File: config.mk
export PLATFORM = sky130hd
export DESIGN_NAME = fpu_issue_ctrl_flat
export DESIGN_NICKNAME = d
export VERILOG_FILES = /design/src/rtl/fpu_issue_ctrl_if.sv /design/src/rtl/fpu_issue_ctrl.sv /design/src/flat_wrapper.sv
export SDC_FILE = /design/constraint.sdc
export NUM_CORES = 1
export LEC_CHECK = 0
export BUFFER_PORTS_ARGS = -buffer_cell sky130_fd_sc_hd__buf_2
export CORE_ASPECT_RATIO = 0.75
export CORE_MARGIN = 5
export CORE_UTILIZATION = 30
export CTS_BUF_LIST = sky130_fd_sc_hd__clkbuf_8
export CTS_CLUSTER_SIZE = 12
export DETAILED_ROUTE_END_ITERATION = 7
export GPL_TIMING_DRIVEN = 0
export HOLD_SLACK_MARGIN = 0.06
export PLACE_DENSITY = 0.61
export SKIP_LAST_GASP = 1
export SYNTH_ARGS = -nofsm -noshare
export SYNTH_HDL_FRONTEND = slang
export SYNTH_SLANG_ARGS = --single-unit
File: constraint.sdc
create_clock -name clk -period 2.3 [get_ports clk]
set_clock_uncertainty 0.1 [all_clocks]
set_input_delay 0.23 -clock clk [delete_from_list [all_inputs] [get_ports clk]]
set_output_delay 0.23 -clock clk [all_outputs]
set_load 0.01 [all_outputs]
File: src/rtl/fpu_issue_ctrl_if.sv
// Decode-stage <-> FPU issue controller bus.
// master = decode stage / environment, slave = fpu_issue_ctrl.
interface fpu_issue_ctrl_if;
    // decode-stage request side
    logic       issue_valid;
    logic [3:0] fpu_control;
    logic [4:0] dst;
    logic       src_valid;
    logic [4:0] src_a;
    logic [4:0] src_b;
    // controller response side
    logic       stall_d;
    logic       fpu_start;
    logic [3:0] fpu_op;
    logic       busy;
    logic       wb_valid;
    logic [4:0] wb_dst;
    logic       illegal_op;

    modport master (
        output issue_valid, fpu_control, dst, src_valid, src_a, src_b,
        input  stall_d, fpu_start, fpu_op, busy, wb_valid, wb_dst, illegal_op
    );

    modport slave (
        input  issue_valid, fpu_control, dst, src_valid, src_a, src_b,
        output stall_d, fpu_start, fpu_op, busy, wb_valid, wb_dst, illegal_op
    );
endinterface

File: src/rtl/fpu_issue_ctrl.sv
// Sequencing controller for a multi-cycle, non-pipelined FPU.
// Accepts one FP arithmetic op at a time, pulses fpu_start, counts the
// op latency and strobes the FP register-file writeback. Stalls decode
// while the unit is busy or while a source reads the pending destination.
module fpu_issue_ctrl #(
    parameter int unsigned ADDSUB_LAT = 2,
    parameter int unsigned MUL_LAT    = 4,
    parameter int unsigned DIV_LAT    = 16,
    parameter int unsigned ABSNEG_LAT = 1
) (
    input  logic               clk,
    input  logic               reset,
    fpu_issue_ctrl_if.slave    bus
);

    typedef enum logic [1:0] {
        S_IDLE  = 2'd0,
        S_ISSUE = 2'd1,
        S_WAIT  = 2'd2,
        S_WB    = 2'd3
    } state_e;

    state_e     state_q, state_d;
    logic [4:0] cnt_q, cnt_d;
    logic [3:0] fpu_op_q, fpu_op_d;
    logic [4:0] wb_dst_q, wb_dst_d;
    logic       fpu_start_q, fpu_start_d;
    logic       wb_valid_q, wb_valid_d;
    logic       busy_q, busy_d;
    logic       illegal_q, illegal_d;

    logic       legal;
    logic       pend;
    logic       raw;
    logic       structural;
    logic       stall;
    logic       accept;
    logic [4:0] lat_m1;

    // Latency minus one for the op on the decode bus; loaded into cnt on accept.
    always_comb begin
        // NOTE: every combinational output gets a default first so no path leaves it unassigned (no latch).
        lat_m1 = 5'(ABSNEG_LAT - 1);
        case (bus.fpu_control)
            4'b0000, 4'b0001: lat_m1 = 5'(ADDSUB_LAT - 1);
            4'b0010:          lat_m1 = 5'(MUL_LAT - 1);
            4'b0011:          lat_m1 = 5'(DIV_LAT - 1);
            default:          lat_m1 = 5'(ABSNEG_LAT - 1);
        endcase
    end

    // Hazard detection and the accept decision.
    always_comb begin
        legal      = (bus.fpu_control <= 4'd5);
        pend       = (state_q != S_IDLE);
        raw        = bus.src_valid & pend &
                     ((bus.src_a == wb_dst_q) | (bus.src_b == wb_dst_q));
        structural = bus.issue_valid & ((state_q == S_ISSUE) | (state_q == S_WAIT));
        stall      = raw | structural;
        accept     = bus.issue_valid & legal & ~stall &
                     ((state_q == S_IDLE) | (state_q == S_WB));
    end

    // Next-state, counter and latched-op computation; outputs are derived
    // from the next state so they come straight out of flops.
    always_comb begin
        state_d  = state_q;
        cnt_d    = cnt_q;
        fpu_op_d = fpu_op_q;
        wb_dst_d = wb_dst_q;

        case (state_q)
            S_IDLE: state_d = S_IDLE;
            S_ISSUE, S_WAIT: begin
                if (cnt_q == 5'd0) begin
                    state_d = S_WB;
                end else begin
                    cnt_d   = cnt_q - 5'd1;
                    state_d = S_WAIT;
                end
            end
            S_WB:    state_d = S_IDLE;
            default: state_d = S_IDLE;
        endcase

        // Accept overrides: legal in IDLE or WB (back-to-back issue).
        if (accept) begin
            state_d  = S_ISSUE;
            cnt_d    = lat_m1;
            fpu_op_d = bus.fpu_control;
            wb_dst_d = bus.dst;
        end

        fpu_start_d = (state_d == S_ISSUE);
        wb_valid_d  = (state_d == S_WB);
        busy_d      = (state_d != S_IDLE);
        illegal_d   = bus.issue_valid & ~legal;
    end

    // State and registered outputs; async reset drops any in-flight op.
    always_ff @(posedge clk or posedge reset) begin
        if (reset) begin
            state_q     <= S_IDLE;
            cnt_q       <= 5'd0;
            fpu_op_q    <= 4'd0;
            wb_dst_q    <= 5'd0;
            fpu_start_q <= 1'b0;
            wb_valid_q  <= 1'b0;
            busy_q      <= 1'b0;
            illegal_q   <= 1'b0;
        end else begin
            // NOTE: non-blocking so every flop samples the pre-edge values.
            state_q     <= state_d;
            cnt_q       <= cnt_d;
            fpu_op_q    <= fpu_op_d;
            wb_dst_q    <= wb_dst_d;
            fpu_start_q <= fpu_start_d;
            wb_valid_q  <= wb_valid_d;
            busy_q      <= busy_d;
            illegal_q   <= illegal_d;
        end
    end

    assign bus.stall_d    = stall;
    assign bus.fpu_start  = fpu_start_q;
    assign bus.fpu_op     = fpu_op_q;
    assign bus.busy       = busy_q;
    assign bus.wb_valid   = wb_valid_q;
    assign bus.wb_dst     = wb_dst_q;
    assign bus.illegal_op = illegal_q;

endmodule

File: src/flat_wrapper.sv
// flat-port wrapper written by rule: the top's interface ports become plain ports
module fpu_issue_ctrl_flat 
#(
    parameter int unsigned ADDSUB_LAT = 2,
    parameter int unsigned MUL_LAT    = 4,
    parameter int unsigned DIV_LAT    = 16,
    parameter int unsigned ABSNEG_LAT = 1
)
  (clk, reset, bus_issue_valid, bus_fpu_control, bus_dst, bus_src_valid, bus_src_a, bus_src_b, bus_stall_d, bus_fpu_start, bus_fpu_op, bus_busy, bus_wb_valid, bus_wb_dst, bus_illegal_op);
  fpu_issue_ctrl_if bus_i ();
  input  logic clk;
  input  logic reset;
  input wire logic [$bits(bus_i.issue_valid)-1:0] bus_issue_valid;
  input wire logic [$bits(bus_i.fpu_control)-1:0] bus_fpu_control;
  input wire logic [$bits(bus_i.dst)-1:0] bus_dst;
  input wire logic [$bits(bus_i.src_valid)-1:0] bus_src_valid;
  input wire logic [$bits(bus_i.src_a)-1:0] bus_src_a;
  input wire logic [$bits(bus_i.src_b)-1:0] bus_src_b;
  output wire logic [$bits(bus_i.stall_d)-1:0] bus_stall_d;
  output wire logic [$bits(bus_i.fpu_start)-1:0] bus_fpu_start;
  output wire logic [$bits(bus_i.fpu_op)-1:0] bus_fpu_op;
  output wire logic [$bits(bus_i.busy)-1:0] bus_busy;
  output wire logic [$bits(bus_i.wb_valid)-1:0] bus_wb_valid;
  output wire logic [$bits(bus_i.wb_dst)-1:0] bus_wb_dst;
  output wire logic [$bits(bus_i.illegal_op)-1:0] bus_illegal_op;
  assign bus_i.issue_valid = bus_issue_valid;
  assign bus_i.fpu_control = bus_fpu_control;
  assign bus_i.dst = bus_dst;
  assign bus_i.src_valid = bus_src_valid;
  assign bus_i.src_a = bus_src_a;
  assign bus_i.src_b = bus_src_b;
  assign bus_stall_d = bus_i.stall_d;
  assign bus_fpu_start = bus_i.fpu_start;
  assign bus_fpu_op = bus_i.fpu_op;
  assign bus_busy = bus_i.busy;
  assign bus_wb_valid = bus_i.wb_valid;
  assign bus_wb_dst = bus_i.wb_dst;
  assign bus_illegal_op = bus_i.illegal_op;
  fpu_issue_ctrl #(.ADDSUB_LAT(ADDSUB_LAT), .MUL_LAT(MUL_LAT), .DIV_LAT(DIV_LAT), .ABSNEG_LAT(ABSNEG_LAT)) u_core (.clk(clk), .reset(reset), .bus(bus_i));
endmodule
==> results.md <==
- Period minus WS final: 2.10 ns
- Post-route setup TNS: 0 ns
- Area of the multi-input gates: 454 um2
- Via density: 4.53
- Share of the synthesized area in the top cell type: 49.3%
- Fraction of layout cells with a size suffix above 1: 35.4%
- MaxCap Viol Count: 0
- Initial antenna violation count: 0
- Clock Power Share: 14.1%
- CTS tree: yes
- Post-Route WL: 2.26 mm
- Main area contributors after synthesis: dfrtp_1 (49%), nand2_1 (8.9%), xnor2_1 (8.6%), ha_1 (2.5%), a21o_1 (2.2%)
- Max rail drop VDD: 0.474 mV
- Core box area: 0.00327 mm2
- R2R Path Start: u_core.state_q[0]
- Number of setup violations in the final report: 0
- Relative slew margins: 48.9%
- Final Util: 40.0%
- Mean post-synth cell area: 9.77 um2
- Critical path start-end classification: flop to flop
- Maximum clock frequency: 477 MHz
- HP Class: input port to flop
- # nets final: 171
- Sw Ratio: 38.4%
- Hold Vio Cnt, Final: 0
- H-tree level count: 1
- Synthesized instance count: 104
- Most common cell after layout, fill and taps aside: buf_2
- Die area: 0.00466 mm2
- Setup crit start kind: flop
- HPWL Detailed: 1.77 mm
- Status: finished, final reports clean
- Leakage power: 0.693 nW
- CTS Root Cell: clkbuf_8
- Antenna Nets Post-Route: 0
- Die extent in x: 77.2 um
- Remaining DRCs: 0
- FF-to-FF path depth: 7
- Endpoint type of the worst setup path: flop
- Skew-Pair Late Insertion Delay: 0.25 ns
- #FFs+latches synth: 20
- Clock Tree Buf Depth: 2
- P_int: 0.962 mW
- Worst Slack Setup Final: 0.202 ns
- Hold endpoint: u_core.bus.wb_dst[1]
- Fin crit share: 91.2%
- Largest net degree at the start of global routing: 21
- Share of power burned in registers: 38.6%
- First-pass GRT wire length: 3.94 mm
- Post-placement cell count: 180
- Main synth FF type: dfrtp_1
- Logic pwr share: 47.3%
- Commonest cells after routing, fill and taps aside: buf_2 (36), nand2_1 (24), dfrtp_1 (20)
- Slew Limit Fails: 0
- DR iter-0 viols: 33
- Area leader, netlist: dfrtp_1
- DR WL/cell: 12.3 um
- Postcts setup bufs: 0
- Mapped Area: 0.00102 mm2
- Register area: 500 um2
- Number of synthesized flops with an enable pin: 0
- Async SR Flop Fraction: 100%
- Reg2Reg Capture Point: u_core.bus.fpu_op[2]
- Starting Density: 31.1%
- DR pass1 iterations: 4
- HP Start: bus_dst[1]
- P_sw: 0.601 mW
- # clock sinks: 20
- Detailed-route via count: 833
- Distinct cells, synth: 34
- GRT Overall Usage: 10.7%
- Antenna cells: 0
- Arr. time, crit path: 2.14 ns
- Seq/Total Area, Yosys: 49.3%
- Fin Hold WS: 0.0680 ns
- Area growth, synth to finish: 28.4%
- Port Buf Inserts: 36
- Fillers: 330
- Reg clk slew, reported paths: 0.07 ns
- RePlAce Congestion: 0.728
- Worst Hold Depth: 3
- Clock buffer count from CTS: 3
- Place WS: 0.210 ns
- Post-Syn Nets: 129
- Non-filler cells, final: 184
- Flop-to-flop setup slack: 0.20 ns
- FP Rows: 18
- Worst-Margin Slew: 0.765 ns
- Vias in the first global route: 854
- # IOs: 37
- Worst-path maximum fanout: 10
- Total grt overflow: 0
- Die height: 60.4 um
- RSZ-0062 raised after global routing: no
- Power per cell area: 1200 mW/mm2
- Req. time, crit path: 2.34 ns
- Ys Warns: 0
## timing repair
| action | in CTS | in global routing |
|---|---|---|
| endpoints found under the hold margin | 20 | 0 |
| hold buffers | 1 | 0 |
| setup endpoints to repair | 0 | 1 |
| resized for setup | 0 | 1 |
## flip-flops by register name (all words and copies together) (netlist names)
| register | flops |
|---|---|
| u_core.bus.wb_dst | 5 |
| u_core.state_q | 2 |
| u_core.cnt_q | 5 |
| u_core.bus.busy | 1 |
| u_core.bus.fpu_start | 1 |
| u_core.bus.illegal_op | 1 |
| u_core.bus.fpu_op | 4 |
| u_core.bus.wb_valid | 1 |
## power by group through the flow
stage | logic, mW | clock network [mW] | registers [mW]
4_1_cts | 0.743 | 0.231 | 0.599
3_5_place_dp | 0.738 | 0 | 0.605
2_1_floorplan | 0.480 | 0 | 0.632
5_1_grt | 0.839 | 0.248 | 0.621
6_report | 0.740 | 0.220 | 0.603
3_3_place_gp | 0.714 | 0 | 0.599
## worst max-delay path, stage by stage (launching register included)
cell	delay, ns
dfrtp_1	0.32
inv_1	0.04
ha_1	0.40
or2b_2	0.34
or3_1	0.34
buf_6	0.15
buf_6	0.14
a21o_1	0.17
## metrics by stage
| stage | cell area [um2] | power [mW] |
|---|---|---|
| final | 1310 | 1.56 |
| after global routing | 1310 | 1.71 |
| after CTS | 1300 | 1.57 |
| after detailed placement | 1250 | 1.34 |
| after global placement | 1250 | 1.31 |
| after floorplan | 1020 | 1.11 |
## cells by family (layout without fill, tap and decap cells)
kind of cell               after synthesis  after routing  share of synthesized area (%)
and+or+nand+nor                         49             49                           24.1
DFF                                     20             20                           49.3
AOI/OAI and AO/OA                       12             12                           8.74
buffers and inverters                   11             51                           6.77
xor gates and xnor gates                10             10                           8.62
adders and majority gates                2              2                           2.46
## metal layers
layer  GRT usage [%]  vias up  part of all wire, %
met5               0        -                    0
met4            2.21        0                 0.35
met3            3.56        2                  6.7
met2            18.5       22                   47
met1            13.3      388                   46
li1                -      421                    -
## synth_stat cells (all sizes together), types with 2 or more instances
cell    instances
o21ai           3
nand4           2
or3             2
nand2          25
xnor2          10
dfrtp          20
nand3b          2
and2            3
and3            2
buf             3
ha              2
or2b            2
a21oi           2
nor2            4
a21o            4
inv             6
nand3           3
## how the worst max path moves through the flow
stage	from	to	slack, ns	cells past startpoint
final	u_core.state_q[0]	u_core.bus.fpu_op[2]	0.20	7
after floorplan	u_core.state_q[0]	u_core.bus.fpu_op[2]	0.36	7
after global routing	u_core.state_q[0]	u_core.cnt_q[3]	0.11	8
after CTS	u_core.state_q[0]	u_core.cnt_q[2]	0.20	8
after detailed placement	u_core.state_q[0]	u_core.bus.fpu_op[2]	0.21	7
after global placement	u_core.state_q[0]	u_core.cnt_q[3]	0.26	8
## layout make-up
cell class | instances | area share, %
Inverter | 7 | 2.11
Timing Repair Buffer | 37 | 14.6
Sequential cell | 20 | 38.4
Buffer | 4 | 3.16
Tap cell | 40 | 3.84
Multi-Input combinational cell | 73 | 34.8
Clock buffer | 3 | 3.16
No activity file was read; power rests on OpenSTA's default activity.
